## src/rtl/bru_pkg.sv

```systemverilog
// Shared encodings and result type for the branch resolution stage.
package bru_pkg;

    localparam int BRU_XLEN = 32;

    // in_op encodings
    localparam logic [1:0] BRU_OP_BR   = 2'b00;
    localparam logic [1:0] BRU_OP_JAL  = 2'b01;
    localparam logic [1:0] BRU_OP_JALR = 2'b10;
    localparam logic [1:0] BRU_OP_RSV  = 2'b11;

    // Conditional branch funct3 encodings
    localparam logic [2:0] F3_BEQ  = 3'b000;
    localparam logic [2:0] F3_BNE  = 3'b001;
    localparam logic [2:0] F3_BLT  = 3'b100;
    localparam logic [2:0] F3_BGE  = 3'b101;
    localparam logic [2:0] F3_BLTU = 3'b110;
    localparam logic [2:0] F3_BGEU = 3'b111;

    // Resolved result as seen by the fetch redirect logic (RV32 width)
    typedef struct packed {
        logic                taken;
        logic [BRU_XLEN-1:0] target;
        logic [BRU_XLEN-1:0] link;
        logic                mispredict;
        logic                illegal;
    } bru_res_t;

endpackage

```

## src/rtl/bru_cmp.sv

```systemverilog
// Combinational branch-condition comparator: funct3 selects the relation,
// undefined funct3 values flag illegal and force the condition low.
module bru_cmp
    import bru_pkg::*;
#(
    parameter int XLEN = BRU_XLEN
) (
    input  logic [2:0]      fun3,
    input  logic [XLEN-1:0] a,
    input  logic [XLEN-1:0] b,
    output logic            cond,
    output logic            illegal
);

    logic eq;
    logic lt_s;
    logic lt_u;

    assign eq   = (a == b);
    assign lt_s = ($signed(a) < $signed(b));
    assign lt_u = (a < b);

    // Select the relation for this funct3; 010/011 are not branches
    always_comb begin
        cond    = 1'b0;
        illegal = 1'b0;
        case (fun3)
            F3_BEQ:  cond = eq;
            F3_BNE:  cond = !eq;
            F3_BLT:  cond = lt_s;
            F3_BGE:  cond = !lt_s;
            F3_BLTU: cond = lt_u;
            F3_BGEU: cond = !lt_u;
            default: illegal = 1'b1;
        endcase
    end

endmodule

```

## src/rtl/branch_resolve_unit.sv

```systemverilog
// Branch resolution stage: evaluates branch/JAL/JALR, computes target and
// link, checks the front-end prediction and registers one result per
// instruction behind a valid/ready output register.
// Optional build macro BRU_STATS_EN adds saturating handoff counters
// (stat_branches, stat_mispredicts).
module branch_resolve_unit
    import bru_pkg::*;
#(
    parameter int XLEN = BRU_XLEN
) (
    input  logic            clk,
    input  logic            rst_n,
    input  logic            in_valid,
    output logic            in_ready,
    input  logic [1:0]      in_op,
    input  logic [2:0]      in_fun3,
    input  logic [XLEN-1:0] in_rs1,
    input  logic [XLEN-1:0] in_rs2,
    input  logic [XLEN-1:0] in_pc,
    input  logic [XLEN-1:0] in_imm,
    input  logic            in_pred_taken,
    input  logic [XLEN-1:0] in_pred_target,
    input  logic            flush,
    output logic            out_valid,
    input  logic            out_ready,
    output logic            out_taken,
    output logic [XLEN-1:0] out_target,
    output logic [XLEN-1:0] out_link,
    output logic            out_mispredict,
    output logic            out_illegal
`ifdef BRU_STATS_EN
    ,
    output logic [31:0]     stat_branches,
    output logic [31:0]     stat_mispredicts
`endif
);

    // Same layout as bru_res_t, but sized by this instance's XLEN
    typedef struct packed {
        logic            taken;
        logic [XLEN-1:0] target;
        logic [XLEN-1:0] link;
        logic            mispredict;
        logic            illegal;
    } res_t;

    localparam logic [XLEN-1:0] FOUR = XLEN'(4);

    logic            cmp_cond;
    logic            cmp_illegal;
    logic            is_br;
    logic            is_jal;
    logic            is_jalr;
    logic [XLEN-1:0] pc_imm;
    logic [XLEN-1:0] rs1_imm;
    logic [XLEN-1:0] pc_plus4;
    res_t            res_new;

    res_t            res_d,   res_q;
    logic            valid_d, valid_q;
    logic            accept;
    logic            handoff;

    bru_cmp #(.XLEN(XLEN)) u_cmp (
        .fun3    (in_fun3),
        .a       (in_rs1),
        .b       (in_rs2),
        .cond    (cmp_cond),
        .illegal (cmp_illegal)
    );

    assign is_br    = (in_op == BRU_OP_BR);
    assign is_jal   = (in_op == BRU_OP_JAL);
    assign is_jalr  = (in_op == BRU_OP_JALR);

    // All sums wrap modulo 2^XLEN
    assign pc_imm   = in_pc + in_imm;
    assign rs1_imm  = in_rs1 + in_imm;
    assign pc_plus4 = in_pc + FOUR;

    // Resolve direction, next PC and prediction check for the incoming op
    always_comb begin
        res_new            = '0;
        res_new.illegal    = (in_op == BRU_OP_RSV) || (is_br && cmp_illegal);
        res_new.taken      = !res_new.illegal &&
                             (is_jal || is_jalr || (is_br && cmp_cond));
        res_new.link       = pc_plus4;
        if (!res_new.taken)
            res_new.target = pc_plus4;
        else if (is_jalr)
            res_new.target = {rs1_imm[XLEN-1:1], 1'b0};
        else
            res_new.target = pc_imm;
        res_new.mispredict = !res_new.illegal &&
                             ((res_new.taken != in_pred_taken) ||
                              (res_new.taken && in_pred_taken &&
                               (res_new.target != in_pred_target)));
    end

    assign in_ready = !valid_q || out_ready;
    assign accept   = in_valid && in_ready;
    assign handoff  = valid_q && out_ready;

    // Output register control: flush overrides both handoff and accept
    always_comb begin
        valid_d = valid_q;
        res_d   = res_q;
        if (handoff)
            valid_d = 1'b0;
        if (accept && !flush) begin
            valid_d = 1'b1;
            res_d   = res_new;
        end
        if (flush)
            valid_d = 1'b0;
    end

    // Output register state
    always_ff @(posedge clk or negedge rst_n) begin
        if (!rst_n) begin
            valid_q <= 1'b0;
            res_q   <= '0;
        end else begin
            valid_q <= valid_d;
            res_q   <= res_d;
        end
    end

    assign out_valid      = valid_q;
    assign out_taken      = res_q.taken;
    assign out_target     = res_q.target;
    assign out_link       = res_q.link;
    assign out_mispredict = res_q.mispredict;
    assign out_illegal    = res_q.illegal;

`ifdef BRU_STATS_EN
    logic [31:0] stat_br_d,  stat_br_q;
    logic [31:0] stat_mis_d, stat_mis_q;

    // Count legal results at handoff; both counters stick at all-ones
    always_comb begin
        stat_br_d  = stat_br_q;
        stat_mis_d = stat_mis_q;
        if (handoff && !res_q.illegal) begin
            if (stat_br_q != '1)
                stat_br_d = stat_br_q + 32'd1;
            if (res_q.mispredict && (stat_mis_q != '1))
                stat_mis_d = stat_mis_q + 32'd1;
        end
    end

    // Counter state; flush does not clear it
    always_ff @(posedge clk or negedge rst_n) begin
        if (!rst_n) begin
            stat_br_q  <= '0;
            stat_mis_q <= '0;
        end else begin
            stat_br_q  <= stat_br_d;
            stat_mis_q <= stat_mis_d;
        end
    end

    assign stat_branches    = stat_br_q;
    assign stat_mispredicts = stat_mis_q;
`endif

endmodule

```

## config.mk

```make
export PLATFORM = sky130hd
export DESIGN_NAME = branch_resolve_unit
export DESIGN_NICKNAME = d
export VERILOG_FILES = /design/src/rtl/bru_pkg.sv /design/src/rtl/bru_cmp.sv /design/src/rtl/branch_resolve_unit.sv
export SDC_FILE = /design/constraint.sdc
export NUM_CORES = 1
export LEC_CHECK = 0
export CORE_MARGIN = 2
export CORE_UTILIZATION = 50
export CTS_BUF_LIST = sky130_fd_sc_hd__clkbuf_4
export DETAILED_ROUTE_END_ITERATION = 6
export PLACE_DENSITY = 0.82
export SLEW_MARGIN = 40
export SYNTH_ARGS = -nofsm -noshare
export SYNTH_HDL_FRONTEND = slang
export SYNTH_HIERARCHICAL = 1
export SYNTH_SLANG_ARGS = --single-unit
```

## constraint.sdc

```tcl
create_clock -name clk -period 3.2 [get_ports clk]
set_input_delay 0.32 -clock clk [delete_from_list [all_inputs] [get_ports clk]]
set_output_delay 0.32 -clock clk [all_outputs]
set_load 0.01 [all_outputs]
```

# Word level (Yosys, flattened, before mapping)
# Index checks and enable logic that the tools add are counted.
dict set report word_totals {
  regBits 68
  input_bits 171
  out_inout_bits 69
  wordCells 53
}
dict set report op_classes {
  n_addsub 3
  order_cmp 2
  eq_ne 11
  n_mux 7
  reduce_logical 24
}
# cell count
set ops {}
lappend ops {{$add 32x32->32} 2}
lappend ops {{$lt 32x32->1} 2}
lappend ops {{$mux 32} 2}
lappend ops {{$add 32x3->32 const B} 1}
lappend ops {{$eq 32x32->1} 1}
lappend ops {{$ne 32x32->1} 1}
lappend ops {{$eq 3x3->1 const B} 4}
lappend ops {{$logic_and 1x1->1} 9}
lappend ops {{$logic_not 1->1} 6}
lappend ops {{$pmux 1 s6} 1}
lappend ops {{$reduce_or 6->1} 1}
lappend ops {{$logic_or 1x1->1} 5}
lappend ops {{$eq 2x2->1 const B} 2}
lappend ops {{$mux 1} 4}
lappend ops {{$eq 3x1->1 const B} 1}
lappend ops {{$logic_not 3->1} 1}
lappend ops {{$reduce_bool 3->1} 1}
lappend ops {{$eq 2x1->1 const B} 1}
lappend ops {{$logic_not 2->1} 1}
lappend ops {{$ne 1x1->1} 1}

# Depth between registers and ports, before layout
# Gate-level depths: netlist of run 1.
dict set report logic_depth {
  word_depth 12
  mapped_depth 24
  depth_no_buf 21
}

# Cells and area by module
# Netlist of run 1, hierarchy kept.
# module n_inst cells_each area_each_um2 seq_area_each_um2
set by_module_without_submodules {}
lappend by_module_without_submodules {branch_resolve_unit 1 1074 8126.5 1701.6}
lappend by_module_without_submodules {bru_cmp 1 120 912.1 0.0}

# Worst setup path before layout of run 1
# Ideal clock, no wire load.
dict set report synth_timing {
  path_type {input to register}
  start {in in_rs2[17]}
  end {reg res_q, in the netlist out_mispredict}
  setup_ns 0.124
  arrival_ns 5.259
  required_time_ns 3.076
  slack_ns -2.183
  path_stages 24
  n_path_buf 3
  path_cell_list {inv_1 ha_1 a21o_1 a221o_1 a221o_1 nor3_2 a21o_1 a31o_1 a21o_2 nand2_1 inv_1 buf_1 clkbuf_1 buf_1 ha_1 a22oi_1 nand2_1 or4b_1 or4_1 nor3_2 nand4_1 nor4bb_1 nand4_1 o31a_1}
}
# element line
set synth_lines {}
lappend synth_lines {{from (decl)} branch_resolve_unit.sv:18} ;# input logic [XLEN-1:0] in_rs2,
lappend synth_lines {{to (signal assigned)} branch_resolve_unit.sv:125} ;# res_q <= res_d;
lappend synth_lines {{to (decl)} branch_resolve_unit.sv:59} ;# res_t res_d, res_q;

# Final worst setup path of run 1
dict set report layout_timing {
  start {in in_rs2[14]}
  end {reg res_q, in the netlist out_mispredict}
}
dict set report layout_via {
  elab_chain_len 11
  word_cells_on_any_way 17
  classes_between {order compare (2); eq/ne (3); mux (2); reduce/logical (10)}
}
# element line
set layout_rtl {}
lappend layout_rtl {{$lt 32x32->1, or another cell as far along} bru_cmp.sv:21} ;# assign lt_u = (a < b);
lappend layout_rtl {{$logic_not 1->1 (on tied branches)} {bru_cmp.sv:33, bru_cmp.sv:29, bru_cmp.sv:31}}
lappend layout_rtl {{$pmux 1 s6 *} bru_cmp.sv:27} ;# case (fun3)
lappend layout_rtl {{named net cmp_cond} branch_resolve_unit.sv:49} ;# logic cmp_cond;
lappend layout_rtl {{$logic_and 1x1->1 *} branch_resolve_unit.sv:86} ;# (is_jal || is_jalr || (is_br && cmp_cond));
lappend layout_rtl {{$logic_or 1x1->1 *} branch_resolve_unit.sv:86}
lappend layout_rtl {{$logic_and 1x1->1 *} branch_resolve_unit.sv:85} ;# res_new.taken = !res_new.illegal &&
lappend layout_rtl {{$mux 32} branch_resolve_unit.sv:88} ;# if (!res_new.taken)
lappend layout_rtl {{$ne 32x32->1} branch_resolve_unit.sv:97} ;# (res_new.target != in_pred_target)));
lappend layout_rtl {{$logic_and 1x1->1} branch_resolve_unit.sv:96} ;# (res_new.taken && in_pred_taken &&
lappend layout_rtl {{$logic_or 1x1->1 *} branch_resolve_unit.sv:95} ;# ((res_new.taken != in_pred_taken) ||
lappend layout_rtl {{$logic_and 1x1->1 *} branch_resolve_unit.sv:94} ;# res_new.mispredict = !res_new.illegal &&
# The timed path passes the listed nets; every way through them passes the cells marked *.
# A chain may end at the register's enable or synchronous reset.

==> flow_metrics.tcl, run 1 <==
set metrics [dict create \
    status "complete, but fails checks" \
    via_count 14500 \
    period_needed_ps 5210 \
    layout-drive-gt1-share_pct 36.7 \
    clkLatencyLatePin_ps 450 \
    cp.arrival_ps 5530 \
    place_hpwl_mm 34.0 \
    antenna_left 0 \
    dieArea_um2 19200 \
    syn_nets 1465 \
    finalNetCount 2113 \
    drc 220 \
    cap_violations 0 \
    clkTransAtPathRegs_ps 120 \
    async_flop_share_pct 100 \
    yosysSeqAreaShare_pct 18.8 \
    num_rows 49 \
    hold_violations 0 \
    pin_count 240 \
    synthSimpleGateAreaFrac_pct 24.1 \
    ys_warn_count 6 \
    hp-start "in_pc[0]" \
    dp_cells 2016 \
    detail_route.wl_per_cell_um 27.0 \
    fmax_ghz 0.192 \
    first_global_vias 13400 \
    setup_tns_ps -9700 \
    p_leak_nw 7.47 \
    postSynthCellCount 1194 \
    synth-edff-count 0 \
    grt_pass1_wl_mm 73.4 \
    drtIter0Drc 2464 \
    required_ps 3520 \
    rr_worst_depth 12 \
    core_um2 17800 \
    multi_input_area_um2 7850 \
    holdPathEnd "out_link[0]" \
    synthAdderAreaFrac_pct 14.0 \
    syn_area_um2 9040 \
    drv_slew 0 \
    synth_top_family_by_area "compound AO/OA/AOI/OAI gates" \
    synth_seq_cells 68 \
    seqCellArea_um2 1700 \
    period_share_pct 163 \
    finalWirelength_mm 56.0 \
    gr-total-overflow 0 \
    setup_viol 24 \
    synth_xor_area_share_pct 10.5 \
    worstMarginPinSlew_ps 839 \
    die_w_um 138 \
    fin_skew_ps 31.1 \
    initial_utilization_pct 50.7 \
    layout_commonest_cell "buf_4" \
    gr-usage-all-layers_pct 48.2 \
    maxSlewHeadroom_pct 42.6 \
    cts.sinks 68 \
    antenna_found_initial 1 \
    place.gp.congestion 1.04 \
    drt-pass1-iter-count 7 \
    r2r_start "out_valid" \
    critPathLaunchType "input pin" \
    htree_num_levels 3 \
    port_buffers 239 \
    synthMuxAreaShare_pct 2.16 \
    cp_max_fo 19 \
    grt_max_degree 110 \
    holdCritPathClass "in -> reg" \
    worstHoldPathCells 4 \
    final_cell_mix "412 x buf_4, 169 x nand2_1, 166 x clkdlybuf4s50_1" \
    violations "DRC, setup timing" \
    cts_tree "done" \
    rsz0062_at_grt "yes" \
    die_y_um 138 \
    r2r_setup_slack_ps -190 \
    synthDistinctLibCells 86 \
    synth_area_per_cell_um2 7.57 \
    n_fill_cell 784 \
    p_per_area_nw_per_um2 328 \
    setup_slack_ps -2010 \
    via_per_inst 6.97 \
    areaGrowthSynthToFinish_pct 78.1 \
    synthFlopType "dfrtp_1" \
    synth_compound_area_share_pct 25.3 \
    vdd_drop_max_mv 0.458 \
    endpoint_kind "register" \
    fin_cells 2076 \
    clockRootBuffer "clkbuf_4" \
    cts_made_buffers 9 \
    critical_path_class "in -> reg" \
    regToRegEndpoint "out_mispredict" \
    cts_buffer_depth 2 \
]
==> per-layer routing <==
layer	global-route usage (%)	vias up	wire, um
met1	58.4	6464	18400
met5	0	-	0
met2	76.7	1695	23000
met3	11.5	627	8300
li1	-	5688	-
met4	31.4	0	6290
==> Yosys cell counts (6+ instances only) <==
library cell  count  share of area (%)
xnor2_1          51                4.9
o21a_1            9               0.75
nor3_1           21                1.2
a21oi_1          94                5.2
nor4_1           12               0.83
xor2_1           57                5.5
o22ai_1           6               0.42
ha_1             98                 14
a211oi_1         14                1.2
a221oi_1          7               0.68
clkbuf_1         44                1.8
o211ai_1         12                1.0
o31ai_1          13                1.1
a31oi_1           8               0.55
and2_1            7               0.48
a21o_1           30                2.5
o2111ai_1         7               0.68
dfrtp_1          68                 19
nand3_1          39                2.2
nor2_1           67                2.8
nor2b_1           6               0.42
inv_1            59                2.5
o221ai_1          6               0.58
and4_1            7               0.68
and3_1           16                1.1
nand2_1         179                7.4
mux2i_1          15                1.7
nand4_1          38                2.6
o21ai_0          79                4.4
==> cells by family after synthesis <==
family,after synthesis
buf+inv,114
fa+ha+maj,100
mux,19
simple gates,438
compound gates,347
flops,68
xor+xnor,108
==> worst max-delay path, cell delays in order <==
cell and delay [ps]:
buf_2 100, inv_2 50, ha_4 260, nand4_1 190, buf_4 210, nor4_4 240, buf_4 180, nand4_1 130
xor2_1 220, nor3_1 280, a31o_1 170, a21o_4 160, nand2_4 70, buf_6 170, buf_4 220, a222oi_1 450
buf_4 200, xor2_1 80, a221o_1 280, a2111oi_0 670, nor4bb_1 330, nand4_1 170, o31a_1 350
==> worst max path at each step <==
stage	slack [ps]	cells past startpoint	startpoint	end
after global placement	-1960	21	in_rs2[17]	out_mispredict
final	-2010	23	in_rs2[14]	out_mispredict
after global routing	-1720	23	in_rs2[14]	out_mispredict
after CTS	-1310	22	in_rs2[18]	out_mispredict
after detailed placement	-2100	21	in_rs2[15]	out_mispredict
after floorplan	-1670	24	in_rs2[17]	out_mispredict
==> stage by stage <==
step / setup WS (ps) / hold WS (ps) / total power [W] / utilization (%) / area [um^2]
after detailed placement: -2100 / 463 / 0.00398 / 81.7 / 14600
after global placement: -1960 / 454 / 0.00387 / 81.7 / 14600
after global routing: -1720 / 279 / 0.00542 / 90.2 / 16100
after CTS: -1310 / 1.75 / 0.00473 / 87.0 / 15500
final: -2010 / 267 / 0.00529 / 90.2 / 16100
after floorplan: -1670 / 24.4 / 0.00236 / - / 9110
==> flip-flops by register name (all words and copies together), names as in the netlist <==
signal	count
out_link	32
out_target	32
out_mispredict	1
out_valid	1
out_illegal	1
out_taken	1
==> report_power, final <==
part | internal [W] | leakage [nW] | switching (W) | total [W]
combinational | 0.00172 | 6.56 | 0.00186 | 0.00358
sequential | 0.00101 | 0.838 | 0.000113 | 0.00113
clock | 0.000252 | 0.0729 | 0.000327 | 0.000578
total | 0.00299 | 7.47 | 0.00230 | 0.00529
==> final cells by class <==
class	instances	area share [%]
multi-input combinational	1012	48.8
timing repair buffer	692	36.6
sequential	68	10.6
tap	229	1.78
inverter	59	1.45
clock buffer	11	0.513
clock inverter	4	0.319
antenna	1	0.0155
==> what timing repair did <==
action | CTS | global route
pin swaps | 67 | 41
endpoints found under the hold margin | 0 | 39
gates cloned | 0 | 0
gates resized for setup | 310 | 108
endpoints found under the setup margin | 28 | 22
hold buffers | 0 | 1
buffers inserted | 32 | 23
Power figures use the tool's default switching activity.
==> run 2, diff against run 1 <==
CAP_MARGIN = 20   (was unset)
==> results of run 2 <==
No change in the layout: final DEF, timing and power equal those of run 1.
